File: src/rtl/uart_tx_fifo.sv
// Buffered UART transmitter: FIFO of words feeding a frame serializer with
// configurable data width, parity mode and stop-bit count.
module uart_tx_fifo #(
    parameter int CLKS_PER_BIT = 868,
    parameter int DATA_BITS    = 8,
    parameter int PARITY       = 0,
    parameter int STOP_BITS    = 1,
    parameter int FIFO_DEPTH   = 16
) (
    input  logic                          clk,
    input  logic                          rst,
    input  logic [DATA_BITS-1:0]          data_in,
    input  logic                          en,
    output logic                          rdy,
    output logic                          dout,
    output logic                          busy,
    output logic [$clog2(FIFO_DEPTH):0]   fifo_count,
    output logic                          overflow
);
    localparam int AW = $clog2(FIFO_DEPTH);
    localparam int CW = $clog2(CLKS_PER_BIT);
    localparam int IW = $clog2(DATA_BITS + 1);

    typedef enum logic [2:0] {S_IDLE, S_START, S_DATA, S_PAR, S_STOP} state_t;

    logic [DATA_BITS-1:0] mem [FIFO_DEPTH];
    logic [AW-1:0]        wr_ptr, rd_ptr;
    logic [AW:0]          count_q;
    logic                 wr_en, pop, ovf_q;
    logic [DATA_BITS-1:0] head;

    state_t               state_q, state_d;
    logic [CW-1:0]        cnt_q, cnt_d;
    logic [IW-1:0]        idx_q, idx_d;
    logic [DATA_BITS-1:0] sh_q, sh_d;
    logic                 par_q, par_d;
    logic                 dout_q, dout_d;
    logic                 tick, load;

    assign rdy        = (count_q != (AW+1)'(FIFO_DEPTH));
    assign wr_en      = en && rdy;
    assign head       = mem[rd_ptr];
    assign tick       = (cnt_q == CW'(CLKS_PER_BIT - 1));
    assign dout       = dout_q;
    assign busy       = (state_q != S_IDLE) || (count_q != '0);
    assign fifo_count = count_q;
    assign overflow   = ovf_q;

    always_comb begin
        state_d = state_q;
        cnt_d   = tick ? '0 : cnt_q + CW'(1);
        idx_d   = idx_q;
        sh_d    = sh_q;
        par_d   = par_q;
        dout_d  = dout_q;
        load    = 1'b0;
        pop     = 1'b0;
        case (state_q)
            S_IDLE: begin
                cnt_d  = '0;
                dout_d = 1'b1;
                if (count_q != '0) load = 1'b1;
            end
            S_START: if (tick) begin
                dout_d  = sh_q[0];
                sh_d    = sh_q >> 1;
                idx_d   = '0;
                state_d = S_DATA;
            end
            S_DATA: if (tick) begin
                if (idx_q == IW'(DATA_BITS - 1)) begin
                    idx_d = '0;
                    if (PARITY != 0) begin
                        state_d = S_PAR;
                        dout_d  = par_q;
                    end else begin
                        state_d = S_STOP;
                        dout_d  = 1'b1;
                    end
                end else begin
                    idx_d  = idx_q + IW'(1);
                    dout_d = sh_q[0];
                    sh_d   = sh_q >> 1;
                end
            end
            S_PAR: if (tick) begin
                state_d = S_STOP;
                dout_d  = 1'b1;
                idx_d   = '0;
            end
            S_STOP: if (tick) begin
                // idx reused to count stop-bit periods
                if (idx_q == IW'(STOP_BITS - 1)) begin
                    if (count_q != '0) begin
                        load = 1'b1;
                    end else begin
                        state_d = S_IDLE;
                        dout_d  = 1'b1;
                    end
                end else begin
                    idx_d = idx_q + IW'(1);
                end
            end
            default: state_d = S_IDLE;
        endcase
        // New frame: start bit goes out on the same edge the head is popped
        if (load) begin
            pop     = 1'b1;
            sh_d    = head;
            par_d   = (PARITY == 1) ? ~(^head) : ^head;
            dout_d  = 1'b0;
            state_d = S_START;
            cnt_d   = '0;
            idx_d   = '0;
        end
    end

    always_ff @(posedge clk) begin
        if (rst) begin
            state_q <= S_IDLE;
            cnt_q   <= '0;
            idx_q   <= '0;
            sh_q    <= '0;
            par_q   <= 1'b0;
            dout_q  <= 1'b1;
            wr_ptr  <= '0;
            rd_ptr  <= '0;
            count_q <= '0;
            ovf_q   <= 1'b0;
        end else begin
            state_q <= state_d;
            cnt_q   <= cnt_d;
            idx_q   <= idx_d;
            sh_q    <= sh_d;
            par_q   <= par_d;
            dout_q  <= dout_d;
            ovf_q   <= en && !rdy;
            if (wr_en) wr_ptr <= wr_ptr + AW'(1);
            if (pop)   rd_ptr <= rd_ptr + AW'(1);
            case ({wr_en, pop})
                2'b10:   count_q <= count_q + (AW+1)'(1);
                2'b01:   count_q <= count_q - (AW+1)'(1);
                default: ;
            endcase
        end
    end

    always_ff @(posedge clk) begin
        if (!rst && wr_en) mem[wr_ptr] <= data_in;
    end
endmodule

File: config.mk
export PLATFORM = sky130hd
export DESIGN_NAME = uart_tx_fifo
export DESIGN_NICKNAME = d
export VERILOG_FILES = /design/src/rtl/uart_tx_fifo.sv
export SDC_FILE = /design/constraint.sdc
export NUM_CORES = 1
export LEC_CHECK = 0
export ABC_AREA = 1
export CAP_MARGIN = 20
export CORE_MARGIN = 5
export CORE_UTILIZATION = 62
export DETAILED_ROUTE_END_ITERATION = 8
export PLACE_DENSITY = 0.89
export SYNTH_ARGS = -nofsm -noshare
export SYNTH_HDL_FRONTEND = slang
export SYNTH_SLANG_ARGS = --single-unit
File: constraint.sdc
create_clock -name clk -period 2.8 [get_ports clk]
set_input_delay 0.84 -clock clk [delete_from_list [all_inputs] [get_ports clk]]
set_output_delay 0.84 -clock clk [all_outputs]
set_load 0.01 [all_outputs]
# Word-level counts from Yosys, hierarchy flattened
# Memory sizes are Yosys's and may differ from the RTL's. A register that Yosys moved wholly into a read port is not among the register bits.
# Cells that the tools add are included.
# Widths: inputs -> output; s select.
# totals
output_inout_bits	9
mem_count	1
ram_bits	128
elab_cells	106
reg_bits	40
# classes
addsub	6
eq_ne	27
n_reduce_logical	22
bitwise	1
n_mux	39
# memory_table
name	depth	width	read_ports	rd_clocked_by_memory_dff	wr	line	text
mem	16	8	1	1	1	26	logic [DATA_BITS-1:0] mem [FIFO_DEPTH];
# ops
operator	n
$mux 8	4
$mux 4	7
$ne 3x3->1 const B	8
$mux 3	7
$ne 2x2->1 const B	9
$pmux 8 s2	1
$reduce_and 8->1	2
$mux 1	15
$pmux 3 s5	1
$add 4x1->4 const B	3
$pmux 4 s3	1
$add 10x1->10 const B	1
$eq 10x10->1 const B	1
$pmux 5 s2	1
$reduce_bool 3->1	3
$reduce_and 7->1	1
$eq 3x2->1 const B	2
$reduce_bool 6->1	1
$add 5x1->5 const B	1
$ne 5x5->1 const B	1
$pmux 1 s5	1
$reduce_and 5->1	1
$reduce_bool 5->1	1
$sub 5x1->5 const B	1
17 further kinds	21

# Logic depth before layout (Yosys ltp)
# logic_depth
word_depth	8
depth_mapped	19
depth_no_buf	18

# Worst setup path after synthesis
# No wires, ideal clock.
# synth_path
kind	flip-flop to flip-flop
from	reg cnt_q[0]
to	reg count_q[4], in the netlist fifo_count[4]
t_required_ps	2729
setup_ps	71
arrival_time_ps	2350
path_slack_ps	379
path_stages_with_launch	19
period_less_slack_ps	2421
cell_sequence	dfxtp_1 > ha_1 > inv_2 > nor3_4 > nand2_1 > nor2_2 > nand3_2 > nand2_4 > buf_6 > ha_1 > xor2_1 > ha_1 > inv_1 > nand2_1 > nand3_1 > nand2_1 > xor2_1 > nand2_1 > a21oi_1
# synth_between
elab_chain_cells	6
# synth_lines
element	line	text
start, declared	33	logic [CW-1:0] cnt_q, cnt_d;
start signal, assigned	132	cnt_q <= cnt_d;
$eq 10x10->1 (*)	43	assign tick = (cnt_q == CW'(CLKS_PER_BIT - 1));
$mux 1 (*)	91	S_STOP: if (tick) begin
$pmux 1 s2 (*)	58	case (state_q)
net load	38	logic tick, load;
$mux 1 (*)	107	if (load) begin
$eq 2x1->1 / $eq 2x2->1 (equally long branches)	140	case ({wr_en, pop})
$pmux 5 s2 / $reduce_bool 2->1 (equally long branches)	-	
end signal, assigned	141	2'b10: count_q <= count_q + (AW+1)'(1);
end signal, assigned	142	2'b01: count_q <= count_q - (AW+1)'(1);
end, declared	28	logic [AW:0] count_q;
# The timed path passes the listed nets; every way through them passes the cells marked *.
# A chain may end at the register's enable or synchronous reset.

==> reports/qor.csv <==
stage;metric;value;unit
timing;worst-margin pin slew;0.940;ns
worst_setup_path;Max FO, Critical Path;4;
clock_network;clk root buf;clkbuf_16;
worst_setup_path;Worst path most repeated cell;nand2_1;
floorplanning;row count;41;
worst_setup_path;Worst setup EP type;primary output;
worst_setup_path;reg-to-reg slack, setup;0.19;ns
synthesis;synth unique cells;30;
timing;final worst-path cycle share;0.965;
timing;final setup violation count;0;
synthesis;sequential area share after synthesis;0.598;
placement;port bufs;19;
clock_network;CTS H-tree depth;4;
worst_setup_path;Worst setup SP type;register;
routing;Iter 0 DRT Violations;696;
timing;Fin Hold WS;0.452;ns
timing;Setup TNS Final;0;ns
floorplanning;IO Count;20;
worst_setup_path;crit-path max cell delay;0.33;ns
placement;Placed Area;8350;µm²
run;Max Cap Viol;0;
floorplanning;total die area;15100;µm²
hold_path;start point of the worst hold path;cnt_q[0]$_SDFF_PP0_;
worst_setup_path;worst reg2reg endpoint;fifo_count[4]$_SDFFE_PP0P_;
floorplanning;core area;12600;µm²
synthesis;Synth Instances;876;
clock_network;clock sink count;172;
layout;share of layout cells above drive strength 1;0.0888;
layout;final net count;934;
layout;final core utilization;0.721;
synthesis;syn_area_per_cell;9.02;µm²
routing;WL final;17.5;mm
grt;first-pass GRT wire length;27.7;mm
routing;Pre-Repair DR Iteration Count;5;
floorplanning;chip width;123;µm
timing;Max Fclk;370;MHz
worst_setup_path;start point of the critical path;idx_q[0]$_SDFFE_PP0P_;
layout;Fillers;796;
clock_network;maximum clock insertion buffer count;2;
hold_path;HP Class;reg -> reg;
floorplanning;Die Ht;123;µm
worst_setup_path;critical path class;reg -> out;
worst_setup_path;data arrival time of the worst path;1.86;ns
layout;n_diodes;0;
timing;Slew Limit Fails;0;
synthesis;cell area after synthesis;7900;µm²
routing;number of antenna-violating nets in the routed design;0;
grt;largest net degree at the start of global routing;65;
layout;Final Instance Area;9060;µm²
worst_setup_path;Crit path max-delay family;simple AND/OR/NAND/NOR gates;
layout;area grow syn2layout;14.7;%
clock_network;CTS clock-pin slew for the worst setup and hold paths;0.06;ns
timing;RSZ-0062 raised after global routing;false;
timing;final hold vios;0;
run_status;status;finished clean;
floorplanning;Starting Density;0.629;
grt;vias in the first global route;5631;
routing;Vias/cell;5.49;
synthesis;FF+latch count, synth;172;
timing;min cycle time layout;2.70;ns
synthesis;Post-Syn Nets;899;
power_and_ir_drop;cell area power density;940;nW/µm²
synthesis;Warnings, synthesis;0;
worst_setup_path;critical-path cell list;inv_1, ha_1, nand3_2, nor2_4, nand3_1, nand2_1, nand2_2, nand2_1, dlygate4sd2_1;
placement;HPWL after DPL;10.6;mm
routing;via count;6009;
hold_path;hold path depth;1;
timing;Clock Skews;0.00825;ns
layout;Multi-input gate area;2500;µm²
clock_network;worst skew pair latency;0.42;ns
grt;GRT Residual Overflow;0;
power_and_ir_drop;Leak;3.92;nW
grt;initial antenna violation count;0;
timing;relative slew slack;0.372;
clock_network;CTS tree;yes;
power_and_ir_drop;Max VDD drop;0.612;mV
worst_setup_path;required time of the critical path;1.96;ns
worst_setup_path;Register-to-Register Path Depth;17;
worst_setup_path;CP max stage cell;dfxtp_1;
routing;Routed WL per cell;16.0;µm
placement;GPL Wtd Cong;0.922;
power_and_ir_drop;Pwr Total;0.00852;W
hold_path;WHS Endpoint;cnt_q[0]$_SDFF_PP0_;
worst_setup_path;CP Buf/Inv Count;2;
worst_setup_path;Critical R2R Launch;cnt_q[0]$_SDFF_PP0_;
grt;total track usage;0.243;
clock_network;Num CTS Buffers;17;
routing;DRC;0;
layout;FF/Latch Area;4730;µm²
[logic make-up after synthesis]
kind of cell / share of synthesized area
xor gates and xnor gates: 0.0166
adders and majority gates: 0.0190
buffers and inverters: 0.0877
and+or+nand+nor: 0.254
DFF: 0.598
AOI/OAI and AO/OA: 0.0244
[sequential cells by signal, summed over array words and instances (netlist names), named ones only]
signal,count
rd_ptr,4
mem,128
sh_q,8
cnt_q,10
fifo_count,5
state_q,3
overflow,1
wr_ptr,4
dout,1
idx_q,4
[where the power goes]
part / internal, W / leakage [nW] / switching, W / total, W
combinational: 0.000928 / 2.08 / 0.00191 / 0.00284
clock: 0.00175 / 0.328 / 0.000921 / 0.00267
sequential: 0.00290 / 1.51 / 0.000118 / 0.00302
[cell usage in the layout, fill, tap and decap left out, types with 2 or more instances in the layout]
| cell type | n |
|---|---|
| nand2_1 | 258 |
| inv_1 | 136 |
| edfxtp_1 | 128 |
| nand3_1 | 118 |
| nor2_1 | 65 |
| dfxtp_1 | 43 |
| buf_4 | 27 |
| clkdlybuf4s50_1 | 18 |
| clkbuf_16 | 17 |
| o21ai_0 | 14 |
| a21oi_1 | 14 |
| xor2_1 | 12 |
| ha_1 | 10 |
| nand3b_1 | 8 |
| bufinv_16 | 7 |
| inv_2 | 6 |
| o21ai_1 | 6 |
| nor2_2 | 3 |
| nand2_2 | 3 |
| nand3_2 | 3 |
| nor3_1 | 3 |
| clkinv_2 | 3 |
| nor2_4 | 2 |
| xnor2_1 | 2 |
| nor3_2 | 2 |
| ha_2 | 2 |
| clkinv_1 | 2 |
[worst reg2reg max path, cell delays in order, from the launching register on]
cell,delay (ns)
dfxtp_1,0.35
ha_2,0.23
inv_2,0.06
nor3_4,0.15
nand2_1,0.09
nor2_2,0.14
nand3_2,0.10
nand2_4,0.08
ha_2,0.25
xor2_2,0.19
ha_1,0.16
inv_1,0.04
nand2_1,0.11
nand3_1,0.11
nand2_1,0.11
xor2_1,0.16
nand2_1,0.09
a21oi_1,0.13
[synth_stat cells (all sizes together)]
| cell type | instances | area (µm²) |
|---|---|---|
| nor3 | 6 | 51.3 |
| nand3b | 8 | 60.1 |
| nand2 | 262 | 998 |
| inv | 142 | 533 |
| edfxtp | 128 | 3840 |
| a21oi | 14 | 70.1 |
| nor2 | 70 | 285 |
| xnor2 | 2 | 17.5 |
| dfxtp | 44 | 881 |
| ha | 12 | 150 |
| o21bai | 1 | 7.51 |
| nand3 | 121 | 616 |
| a211oi | 1 | 7.51 |
| clkbuf | 12 | 45.0 |
| a21boi | 1 | 7.51 |
| buf | 19 | 115 |
| o21ai | 20 | 100 |
| xor2 | 13 | 114 |
[per-layer routing]
| layer | share of wire | GRT usage |
|---|---|---|
| met1 | 0.38 | 0.304 |
| met2 | 0.51 | 0.418 |
| met3 | 0.078 | 0.0430 |
| met4 | 0.031 | 0.105 |
| met5 | 0 | 0 |
[worst max-delay path by stage]
stage	to	slack, ns	cells after the start
global route	fifo_count[4]$_SDFFE_PP0P_	0.01	17
floorplan	fifo_count[4]$_SDFFE_PP0P_	0.38	18
detailed placement	fifo_count[4]$_SDFFE_PP0P_	0.08	12
finish	busy	0.1	9
global placement	fifo_count[4]$_SDFFE_PP0P_	0.1	12
CTS	busy	0.08	9
[final cells by class]
| type | count | share of cell area |
|---|---|---|
| clock buffers | 17 | 0.0469 |
| clock inverters | 14 | 0.0275 |
| inverters | 142 | 0.0588 |
| multi-input cells | 531 | 0.276 |
| flip-flops and latches | 172 | 0.521 |
| well taps | 172 | 0.0237 |
| repair buffers | 47 | 0.0454 |
[repair_timing]
| action | 4_1_cts | 5_1_grt |
|---|---|---|
| setup buffers | 0 | 0 |
| setup endpoints to repair | 1 | 2 |
| resized for setup | 2 | 3 |
| hold buffers | 0 | 0 |
[metrics by stage]
step	setup slack, ns	cells
floorplan	0.379	876
global placement	0.0985	1063
detailed placement	0.0814	1063
CTS	0.0826	1094
global route	0.0140	1095
finish	0.0990	1095
Power figures use the tool's default switching activity.
